File: src/rtl/alu_arbiter.sv
// alu_arbiter: shares one combinational ALU between the execute stage (port 0)
// and a multicycle helper (port 1); each port owns a one-entry response buffer.
// Ports: clock/resetn; reqN_* request handshake + operands; rspN_* buffered
// response handshake (result, flags {illegal, ovf, lt, ne}); alu_* drive and
// sample the shared external ALU.
module alu_arbiter #(
  parameter int FIXED_PRIO = 0,
  parameter int MAX_WAIT   = 8
) (
  input  logic        clock,
  input  logic        resetn,

  input  logic        req0_valid,
  output logic        req0_ready,
  input  logic [31:0] req0_opA,
  input  logic [31:0] req0_opB,
  input  logic [4:0]  req0_opcode,
  input  logic [4:0]  req0_shamt,

  input  logic        req1_valid,
  output logic        req1_ready,
  input  logic [31:0] req1_opA,
  input  logic [31:0] req1_opB,
  input  logic [4:0]  req1_opcode,
  input  logic [4:0]  req1_shamt,

  output logic        rsp0_valid,
  input  logic        rsp0_ready,
  output logic [31:0] rsp0_result,
  output logic [3:0]  rsp0_flags,

  output logic        rsp1_valid,
  input  logic        rsp1_ready,
  output logic [31:0] rsp1_result,
  output logic [3:0]  rsp1_flags,

  output logic [31:0] alu_operandA,
  output logic [31:0] alu_operandB,
  output logic [4:0]  alu_opcode,
  output logic [4:0]  alu_shamt,
  input  logic [31:0] alu_result,
  input  logic        alu_isNotEqual,
  input  logic        alu_isLessThan,
  input  logic        alu_overflow
);

  localparam logic [4:0] OP_ADD = 5'd0;
  localparam logic [4:0] OP_SUB = 5'd1;
  localparam logic [4:0] OP_AND = 5'd2;
  localparam logic [4:0] OP_OR  = 5'd3;
  localparam logic [4:0] OP_SLL = 5'd4;
  localparam logic [4:0] OP_SRA = 5'd5;

  localparam logic       FIXED    = (FIXED_PRIO != 0);
  localparam logic [7:0] WAIT_LIM = 8'(MAX_WAIT);

  // rr_ptr: 1 = port 1 favoured on the next tie
  logic        rr_ptr;
  logic [7:0]  wait_cnt;

  logic        elig0;
  logic        elig1;
  logic        both;
  logic        pick1;
  logic        grant0;
  logic        grant1;

  logic        illegal;
  logic [31:0] cap_result;
  logic [3:0]  cap_flags;

  // A port may only win if its buffer is free or drains this edge.
  assign elig0 = req0_valid & (~rsp0_valid | rsp0_ready);
  assign elig1 = req1_valid & (~rsp1_valid | rsp1_ready);
  assign both  = elig0 & elig1;

  always_comb begin
    pick1 = 1'b0;
    unique case (1'b1)
      both &  FIXED: pick1 = (wait_cnt == WAIT_LIM);
      both & ~FIXED: pick1 = rr_ptr;
      ~both:         pick1 = elig1;
      default:       pick1 = 1'b0;
    endcase
  end

  assign grant0 = elig0 & ~pick1;
  assign grant1 = elig1 & pick1;

  assign req0_ready = grant0;
  assign req1_ready = grant1;

  // Idle cycles park the ALU on port 0's fields.
  assign alu_operandA = grant1 ? req1_opA    : req0_opA;
  assign alu_operandB = grant1 ? req1_opB    : req0_opB;
  assign alu_opcode   = grant1 ? req1_opcode : req0_opcode;
  assign alu_shamt    = grant1 ? req1_shamt  : req0_shamt;

  always_comb begin
    illegal = 1'b1;
    unique case (alu_opcode)
      OP_ADD, OP_SUB, OP_AND,
      OP_OR, OP_SLL, OP_SRA: illegal = 1'b0;
      default:               illegal = 1'b1;
    endcase
  end

  // Illegal opcodes never expose whatever the ALU computed.
  assign cap_result = illegal ? 32'd0 : alu_result;
  assign cap_flags  = illegal ? 4'b1000
                    : {1'b0, alu_overflow,
                       alu_isLessThan, alu_isNotEqual};

  always_ff @(posedge clock or negedge resetn) begin
    if (!resetn) begin
      rsp0_valid  <= 1'b0;
      rsp0_result <= 32'd0;
      rsp0_flags  <= 4'd0;
    end else if (grant0) begin
      rsp0_valid  <= 1'b1;
      rsp0_result <= cap_result;
      rsp0_flags  <= cap_flags;
    end else if (rsp0_ready) begin
      rsp0_valid  <= 1'b0;
    end
  end

  always_ff @(posedge clock or negedge resetn) begin
    if (!resetn) begin
      rsp1_valid  <= 1'b0;
      rsp1_result <= 32'd0;
      rsp1_flags  <= 4'd0;
    end else if (grant1) begin
      rsp1_valid  <= 1'b1;
      rsp1_result <= cap_result;
      rsp1_flags  <= cap_flags;
    end else if (rsp1_ready) begin
      rsp1_valid  <= 1'b0;
    end
  end

  // Round-robin pointer favours the loser of the last accept.
  always_ff @(posedge clock or negedge resetn) begin
    if (!resetn) begin
      rr_ptr <= 1'b0;
    end else if (!FIXED && (grant0 || grant1)) begin
      rr_ptr <= grant0;
    end
  end

  // Starvation counter; only counts cycles port 1 could have gone.
  always_ff @(posedge clock or negedge resetn) begin
    if (!resetn) begin
      wait_cnt <= 8'd0;
    end else if (!FIXED || !req1_valid || grant1) begin
      wait_cnt <= 8'd0;
    end else if (elig1 && wait_cnt < WAIT_LIM) begin
      wait_cnt <= wait_cnt + 8'd1;
    end
  end

endmodule

File: config.mk
export PLATFORM = sky130hd
export DESIGN_NAME = alu_arbiter
export DESIGN_NICKNAME = d
export VERILOG_FILES = /design/src/rtl/alu_arbiter.sv
export SDC_FILE = /design/constraint.sdc
export NUM_CORES = 1
export LEC_CHECK = 0
export ABC_AREA = 1
export BUFFER_PORTS_ARGS = -buffer_cell sky130_fd_sc_hd__buf_2
export CORE_AREA = 5 5 129 131
export DETAILED_ROUTE_END_ITERATION = 10
export DIE_AREA = 0 0 134 136
export GPL_TIMING_DRIVEN = 1
export HOLD_SLACK_MARGIN = 0.03
export PLACE_DENSITY = 0.64
export SKIP_LAST_GASP = 1
export SYNTH_ARGS = -nofsm -noshare
export SYNTH_HDL_FRONTEND = slang
export SYNTH_SLANG_ARGS = --single-unit
File: constraint.sdc
create_clock -name clock -period 1.95 [get_ports clock]
set_input_delay 0.39 -clock clock [delete_from_list [all_inputs] [get_ports clock]]
set_output_delay 0.39 -clock clock [all_outputs]
set_load 0.05 [all_outputs]
* Word-level counts from Yosys, hierarchy flattened
Index checks and enable logic that the tools add are counted.
Operators by class: muxes and demuxes 11, equality and inequality tests 5, bitwise logic cells 11, reductions and logical operators 5
Operator list (number):
- $mux W32 | 3
- $eq A5 B2 Y1 const B | 2
- $eq A5 B3 Y1 const B | 2
- $mux W5 | 2
- $reduce_or A6 Y1 | 1
- $and A1 B1 Y1 | 5
- $eq A5 B1 Y1 const B | 1
- $logic_not A5 Y1 | 1
- $mux W1 | 4
- $mux W4 | 1
- $not A1 Y1 | 4
- $reduce_bool A2 Y1 | 2
- $or A1 B1 Y1 | 2
- $pmux W1 S2 | 1
- $logic_or A1 B1 Y1 | 1
Word-level totals: word-level logic and storage cells 39, register bits 75, input port bits 189

* Logic depth before layout (Yosys ltp)
Gate-level depths: netlist (run 1).
depth after elaboration 11, gate-level depth with buffers 11, gate-level depth less buffers 10

* Worst setup path before layout (run 1)
Ideal clock, no wire load.
path kind register -> output, start register rsp1_valid, end output port alu_opcode[0], stages on the path, launching flop included 7, data arrival time 2.187 ns, path buffers 1, setup slack -0.627 ns, required time 1.560 ns, path through dfrtp_1 a21boi_4 nand2_2 inv_2 clkbuf_1 nand2_1 nand2_1
Between the ends: longest elaborated chain between the ends 8
RTL lines:
- start, declared | line 32 | output logic rsp1_valid,
- start signal, assigned | line 130 | rsp1_valid <= 1'b0;
- start signal, assigned | line 134 | rsp1_valid <= 1'b1;
- start signal, assigned | line 138 | rsp1_valid <= 1'b0;
- $not A1 Y1 * | line 74 | assign elig1 = req1_valid & (~rsp1_valid | rsp1_ready);
- $or A1 B1 Y1 * | line 74
- $and A1 B1 Y1 * | line 74
- $and A1 B1 Y1 | line 75 | assign both = elig0 & elig1;
- $not A1 Y1 | line 82 | ~both: pick1 = elig1;
- $pmux W1 S2 | line 79 | unique case (1'b1)
- $and A1 B1 Y1 * | line 88 | assign grant1 = elig1 & pick1;
- net req1_ready | line 21 | output logic req1_ready,
- $mux W5 * | line 96 | assign alu_opcode = grant1 ? req1_opcode : req0_opcode;
- end, declared | line 39 | output logic [4:0] alu_opcode,
Mark *: on every way through the listed nets, which the timed path passes. The rest lies on a longest branch.

* Worst setup path after layout (run 1)
start register rsp1_valid, end output port alu_operandA[30]
Between the ends: longest elaborated chain between the ends 8
RTL lines:
- $not A1 Y1 * | line 74
- $or A1 B1 Y1 * | line 74
- $and A1 B1 Y1 * | line 74
- $and A1 B1 Y1 | line 75
- $not A1 Y1 | line 82
- $pmux W1 S2 | line 79
- $and A1 B1 Y1 * | line 88
- $mux W32 * | line 94 | assign alu_operandA = grant1 ? req1_opA : req0_opA;
- end, declared | line 37 | output logic [31:0] alu_operandA,
Every way passes the cells marked *; elsewhere a longest branch is shown, timed or not.

==> results of run 1 <==
layout by cell type (no fill, tap or decap):
cell	instances
nand2_2	83
clkinv_2	3
buf_4	23
buf_16	9
nand3_2	1
clkbuf_16	18
buf_2	261
nand2_4	74
nand3_1	3
inv_6	1
inv_1	2
buf_8	41
buf_12	16
clkinv_8	1
clkinv_4	2
nand4_1	70
o21ai_0	1
dfrtp_1	73
inv_2	2
a21boi_4	1
nand2_8	2
nor2_4	2
dlygate4sd3_1	1
nand2_1	213
nand3_4	1
buf_6	39
dfrtp_2	2
area by class of cell:
class / instances / area, sq um / area share, %
clock inverter: 6 / 41.3 / 0.487
timing repair buffer: 399 / 3340 / 39.4
multi-input combinational: 451 / 2720 / 32.1
sequential: 75 / 1880 / 22.2
clock buffer: 9 / 225 / 2.66
inverter: 5 / 31.3 / 0.369
tap: 192 / 240 / 2.84
timing repair:
item | CTS | global route
setup buffers | 14 | 6
hold buffers | 1 | 0
resized for setup | 232 | 101
hold endpoints to repair | 28 | 0
setup endpoints to repair | 76 | 148
gates cloned | 7 | 12
pin swaps | 8 | 11
flip-flops by register name (all words and copies together) (netlist names):
name	count
rsp0_result	32
rsp1_result	32
rsp0_flags	4
rsp1_flags	4
rr_ptr	1
rsp0_valid	1
rsp1_valid	1
where the power goes:
part	total (mW)	switching, mW	internal (mW)
registers	1.97	0.148	1.82
logic	5.02	3.29	1.73
clock network	1.53	0.671	0.856
total	8.52	4.11	4.41
worst register-to-register path, stage by stage, from the launching register on:
cell,delay (ns)
dfrtp_2,0.43
a21boi_4,0.23
nand2_8,0.10
buf_12,0.16
buf_16,0.15
nand2_4,0.07
nand2_4,0.06
buf_6,0.12
nor2_4,0.21
buf_12,0.17
clkbuf_16,0.17
nand4_1,0.11
nand2_1,0.07
cell families (layout without fill, tap and decap cells):
logic type / count (synthesis) / after routing
simple gates: 449 / 449
flops: 75 / 75
buf+inv: 49 / 419
compound gates: 2 / 2
layer usage:
metal  wire length, microns  GRT usage [%]  up-vias  part of all wire, %
li1                       -              -     2590                    -
met1                   8500           25.6     2661                   39
met2                  11500           35.0      268                   53
met3                   1490           4.89       25                  6.8
met4                    369           5.37        0                  1.7
met5                      0              0        -                    0
final timing paths:
path	from	to	slack (ns)	cells after the start
max in group asynchronous	resetn	rsp1_result[23]	0.80	3
max	rsp1_valid	alu_operandA[30]	-0.17	8
min in group asynchronous	resetn	rsp0_result[15]	0.55	2
min	alu_result[27]	rsp1_result[27]	0.32	3
min reg2reg	rsp1_flags[0]	rsp1_flags[0]	0.47	2
max reg2reg	rsp1_valid	rsp0_result[3]	-0.16	12
per-stage QoR:
| stage | total power, mW | setup WS [ns] | hold WS (ns) | util (%) | area, sq um |
|---|---|---|---|---|---|
| floorplan | 4.76 | -0.0202 | 0.0944 | - | 4500 |
| global placement | 5.79 | -0.0576 | 0.368 | 41.7 | 6460 |
| detailed placement | 5.82 | -0.0612 | 0.375 | 41.7 | 6460 |
| CTS | 8.11 | -0.190 | 0.304 | 50.5 | 7830 |
| global route | 8.88 | -0.221 | 0.321 | 54.7 | 8470 |
| finish | 8.52 | -0.172 | 0.316 | 54.7 | 8470 |
==> results.py, run 1 <==
metrics = {
    "sta": {
        "rsz0062_at_grt": "yes",
        "finalSetupViolCount": 133,
        "slew_violations": 0,
        "skew_ns": 0.0120,
        "min_period_ns": 2.12,
        "setup_ws_ns": -0.172,
        "fin_setup_tns_ns": -15.64,
        "fmax_mhz": 471,
        "relSlewSlack_pct": 69.0,
        "timing.final.crit_share_pct": 109,
        "finalHoldViolations": 0,
        "worst_pin_slew_ns": 0.465,
    },
    "cells_and_area": {
        "diodes": 0,
        "area_growth_pct": 106,
        "drive_above_1_share_pct": 61.6,
        "finalNonFillerCells": 1137,
        "nets": 1130,
        "fillCellCount": 1373,
    },
    "floorplan": {
        "die_area_sq_um": 18200,
        "ios": 339,
        "start_util_pct": 26.6,
        "coreArea_sq_um": 15500,
        "die_x_microns": 134,
        "placementRows": 46,
        "die_y_microns": 136,
    },
    "setup_path": {
        "path_buf_inv": 4,
        "cp_slowest_cell": "dfrtp_2",
        "worstSetupPathType": "register to output port",
        "cp_top_family": "buffers and inverters",
        "end_kind": "output port",
        "cpPeakStageDelay_ns": 0.43,
        "path_max_fanout": 8,
        "worstPathArrival_ns": 1.73,
        "crit_chain": "a21boi_4 -> nand2_8 -> clkinv_8 -> buf_12 -> buf_16 -> nand2_2 -> nand2_4 -> buf_8",
        "start_kind": "register",
        "required_ns": 1.56,
    },
    "clocking": {
        "cts_made_buffers": 9,
        "clockBufferDepth": 2,
        "cts.reportedPaths.clkPinSlew_ns": 0.06,
        "cts.sinks": 75,
        "clock_latency_ns": 0.34,
        "cts_tree": "done",
        "root_buffer": "clkbuf_16",
        "h-tree-depth": 3,
    },
    "global_routing": {
        "grt_pass1_vias": 5348,
        "grt-ovfl-total": 0,
        "grt_max_degree": 52,
        "grt_pass1_wl_microns": 29300,
        "grt_antenna_before_repair": 0,
        "track_usage_pct": 20.3,
    },
    "logic_synthesis": {
        "synthFlopType": "dfrtp_1",
        "synth_top_family_by_area": "simple AND/OR/NAND/NOR gates",
        "synth_top_area_cell": "dfrtp_1",
        "syn_inst": 575,
        "yosys.area_share.simple_pct": 46.6,
        "synth_common_cells": "nand2_1 (364), dfrtp_1 (75), nand4_1 (70), clkbuf_1 (12)",
        "synth_top_area_share_pct": 45.6,
        "ys_seq_area_share_pct": 45.6,
        "avgSynthCellArea_sq_um": 7.17,
        "synth_edf_count": 0,
        "async_flop_share_pct": 100,
        "synthMuxAreaShare_pct": 0,
        "synth_area_leaders": "dfrtp_1 (46%), nand2_1 (33%), nand4_1 (11%)",
        "synth_xor_xnor_area_share_pct": 0,
        "synth_area_sq_um": 4120,
        "ys_ff_latch": 75,
        "synth_fa_ha_area_share_pct": 0,
        "yosys_warnings": 0,
        "yosysUniqueCellTypes": 19,
        "syn_nets": 764,
        "synth_compound_area_share_pct": 0.577,
        "post-synth-top-count-cell": "nand2_1",
    },
    "placement": {
        "dp.cells": 1083,
        "gp_congestion": 0.772,
        "port-buffer-count": 338,
        "hpwl_microns": 13500,
    },
    "detailed_routing": {
        "drtPass1Iterations": 4,
        "drc": 0,
        "vias_per_cell": 4.88,
        "via_count": 5544,
        "ant_nets": 0,
        "drt-wirelength-per-cell_microns": 19.3,
        "drt-total-wl_microns": 21900,
        "drt_iter0_drc": 300,
    },
    "worst_hold_path": {
        "hp-class": "input port to register",
    },
    "run_status": {
        "status": "finished with violations",
        "violations": "setup timing",
    },
    "flow_run": {
        "maxCapViolCount": 0,
    },
    "power": {
        "p_per_area_nw_per_um2": 1010,
        "leakagePower_nw": 4.84,
        "ir_worst_vdd_mv": 0.431,
    },
}
No activity file was read; power rests on OpenSTA's default activity.
==> inputs of run 2 (changes only) <==
Settings changed: CORE_AREA 5 5 129 131 to 5 5 128 130, CTS_BUF_LIST set to sky130_fd_sc_hd__clkbuf_8, DIE_AREA 0 0 134 136 to 0 0 133 135, GPL_TIMING_DRIVEN 1 to unset, PLACE_DENSITY 0.64 to 0.65.
==> run 2 against run 1 <==
Net effect: the flow still finishes with violations (setup timing); sequential cell count stayed put; via count is 5.5% lower; count of clock-buffer cells in the layout stayed put; register-to-register slack better by 0.14 ns; clock skew is 0.0047 ns lower; critical path depth is 1 lower; maximum frequency is 0.51% higher; wire length is 12% lower; worst setup slack better by 0.011 ns; first-iteration DRC count is 25% lower; clock power is 15% lower; cell count is 1.8% lower; critical endpoint is now alu_operandB[1]; highest routed layer is now met5.
==> results.py, run 2 (synthesis gave the netlist of run 1 again) <==
metrics = {
    "sta": {
        "slew_violations": 0,
        "finalHoldViolations": 0,
        "worst_pin_slew_ns": 0.485,
        "timing.final.crit_share_pct": 108,
        "rsz0062_at_grt": "yes",
        "min_period_ns": 2.11,
        "relSlewSlack_pct": 67.7,
        "fmax_mhz": 474,
        "whs_ns": 0.297,
        "finalSetupViolCount": 80,
        "skew_ns": 0.00737,
        "setup_ws_ns": -0.162,
    },
    "power": {
        "ir_worst_vdd_mv": 0.399,
        "p_per_area_nw_per_um2": 1010,
        "leakagePower_nw": 4.52,
    },
    "cells_and_area": {
        "layout_commonest_cell": "nand2_1",
        "reg.largest.list": "rsp0_result x32, rsp1_result x32",
        "finalNonFillerCells": 1116,
        "area_growth_pct": 90.6,
        "drive_above_1_share_pct": 54.7,
        "nets": 1113,
        "mostFrequentLayoutCells": "nand2_1 (268), buf_2 (261), dfrtp_1 (73), nand4_1 (70), buf_8 (60)",
        "diodes": 0,
    },
    "setup_path": {
        "required_ns": 1.56,
        "worstPathArrival_ns": 1.72,
        "end_kind": "output port",
        "start_kind": "register",
        "rr_endpoint": "rsp0_flags[3]",
        "timing.rr.start": "rsp1_valid",
        "critPathCapture": "alu_operandB[1]",
        "worstSetupPathType": "register to output port",
        "critPathLaunch": "rsp1_valid",
        "rr_worst_depth": 10,
        "reg2reg_slack_ns": -0.02,
        "path_max_fanout": 6,
    },
    "floorplan": {
        "die_x_microns": 133,
        "die_y_microns": 135,
        "placementRows": 45,
        "coreArea_sq_um": 15000,
        "ios": 339,
        "die_area_sq_um": 18000,
        "start_util_pct": 27.4,
    },
    "detailed_routing": {
        "drtPass1Iterations": 4,
        "drt-wirelength-per-cell_microns": 17.2,
        "vias_per_cell": 4.69,
        "drt_iter0_drc": 224,
        "route.met3.wl_microns": 1370,
        "via_count": 5238,
        "ant_nets": 0,
        "drt-total-wl_microns": 19200,
        "highest_layer": "met5",
        "wl_met1_microns": 7400,
        "drc": 0,
        "wl_met2_microns": 10100,
    },
    "run_status": {
        "status": "finished with violations",
        "violations": "setup timing",
    },
    "clocking": {
        "clockBufferDepth": 2,
        "cts.sinks": 75,
        "cts.reportedPaths.clkPinSlew_ns": 0.08,
        "h-tree-depth": 3,
        "cts_made_buffers": 9,
        "root_buffer": "clkbuf_8",
        "clock_latency_ns": 0.34,
        "cts_tree": "done",
    },
    "placement": {
        "port-buffer-count": 338,
        "post-place-ws_ns": -0.0482,
        "hpwl_microns": 13400,
        "dp.cells": 1080,
        "gp_congestion": 0.763,
    },
    "global_routing": {
        "grt-ovfl-total": 0,
        "track_usage_pct": 19.0,
        "grt_pass1_vias": 5271,
        "grt_max_degree": 72,
        "grt_antenna_before_repair": 1,
        "grt_pass1_wl_microns": 27400,
    },
    "worst_hold_path": {
        "hp-class": "input port to register",
        "hold_path_depth": 4,
    },
    "flow_run": {
        "maxCapViolCount": 0,
    },
}
## run 2: worst min-delay path by stage
stage	start	end
2_1_floorplan	resetn	rr_ptr
3_3_place_gp	resetn	rsp0_result[10]
3_5_place_dp	resetn	rsp0_result[13]
4_1_cts	rsp1_ready	rsp1_valid
5_1_grt	rsp1_ready	rsp1_valid
6_report	rsp1_ready	rsp1_valid
## run 2: what timing repair did
| action | 4_1_cts | 5_1_grt |
|---|---|---|
| setup endpoints to repair | 76 | 135 |
| pin swaps | 2 | 7 |
| buffers inserted | 3 | 8 |
| cloned | 2 | 7 |
| hold buffers | 1 | 0 |
| gates resized for setup | 122 | 143 |
| hold endpoints to repair | 32 | 0 |
## run 2: layout make-up
| cell class | instances | area (sq um) |
|---|---|---|
| Clock buffer | 9 | 124 |
| Fill cell | 1413 | 7180 |
| Tap cell | 188 | 235 |
| Clock inverter | 6 | 83.8 |
| Sequential cell | 75 | 1880 |
| Multi-Input combinational cell | 451 | 2480 |
| Timing Repair Buffer | 382 | 3020 |
| Inverter | 5 | 31.3 |
## run 2: power by group
part / internal, mW / total (mW) / switching [mW]
Combinational: 1.53 / 4.64 / 3.11
Sequential: 1.82 / 1.96 / 0.145
Clock: 0.708 / 1.30 / 0.591
## run 2: per-layer routing
layer | global-route usage (%) | vias to the layer above
met2 | 33.9 | 249
met4 | 5.83 | 2
met5 | 0 | -
met3 | 4.47 | 30
met1 | 22.6 | 2419
li1 | - | 2538
## run 2: critical path, cell delays in order, from the launching register on
cell and delay (ns):
dfrtp_2 0.43, a21boi_4 0.23, nand2_8 0.12, buf_12 0.16, clkbuf_16 0.16, nand2_2 0.08
nand2_4 0.05, buf_6 0.14
## run 2: metrics by stage
stage          area, sq um  util [%]  power, mW  setup TNS (ns)
4_1_cts               7120      47.3       7.47          -11.99
3_5_place_dp          6450      42.9       5.82          -0.994
2_1_floorplan         4500         -       4.76          -0.724
3_3_place_gp          6450      42.9       5.80          -0.852
6_report              7850      52.2       7.90           -8.87
5_1_grt               7850      52.2       8.28          -21.35
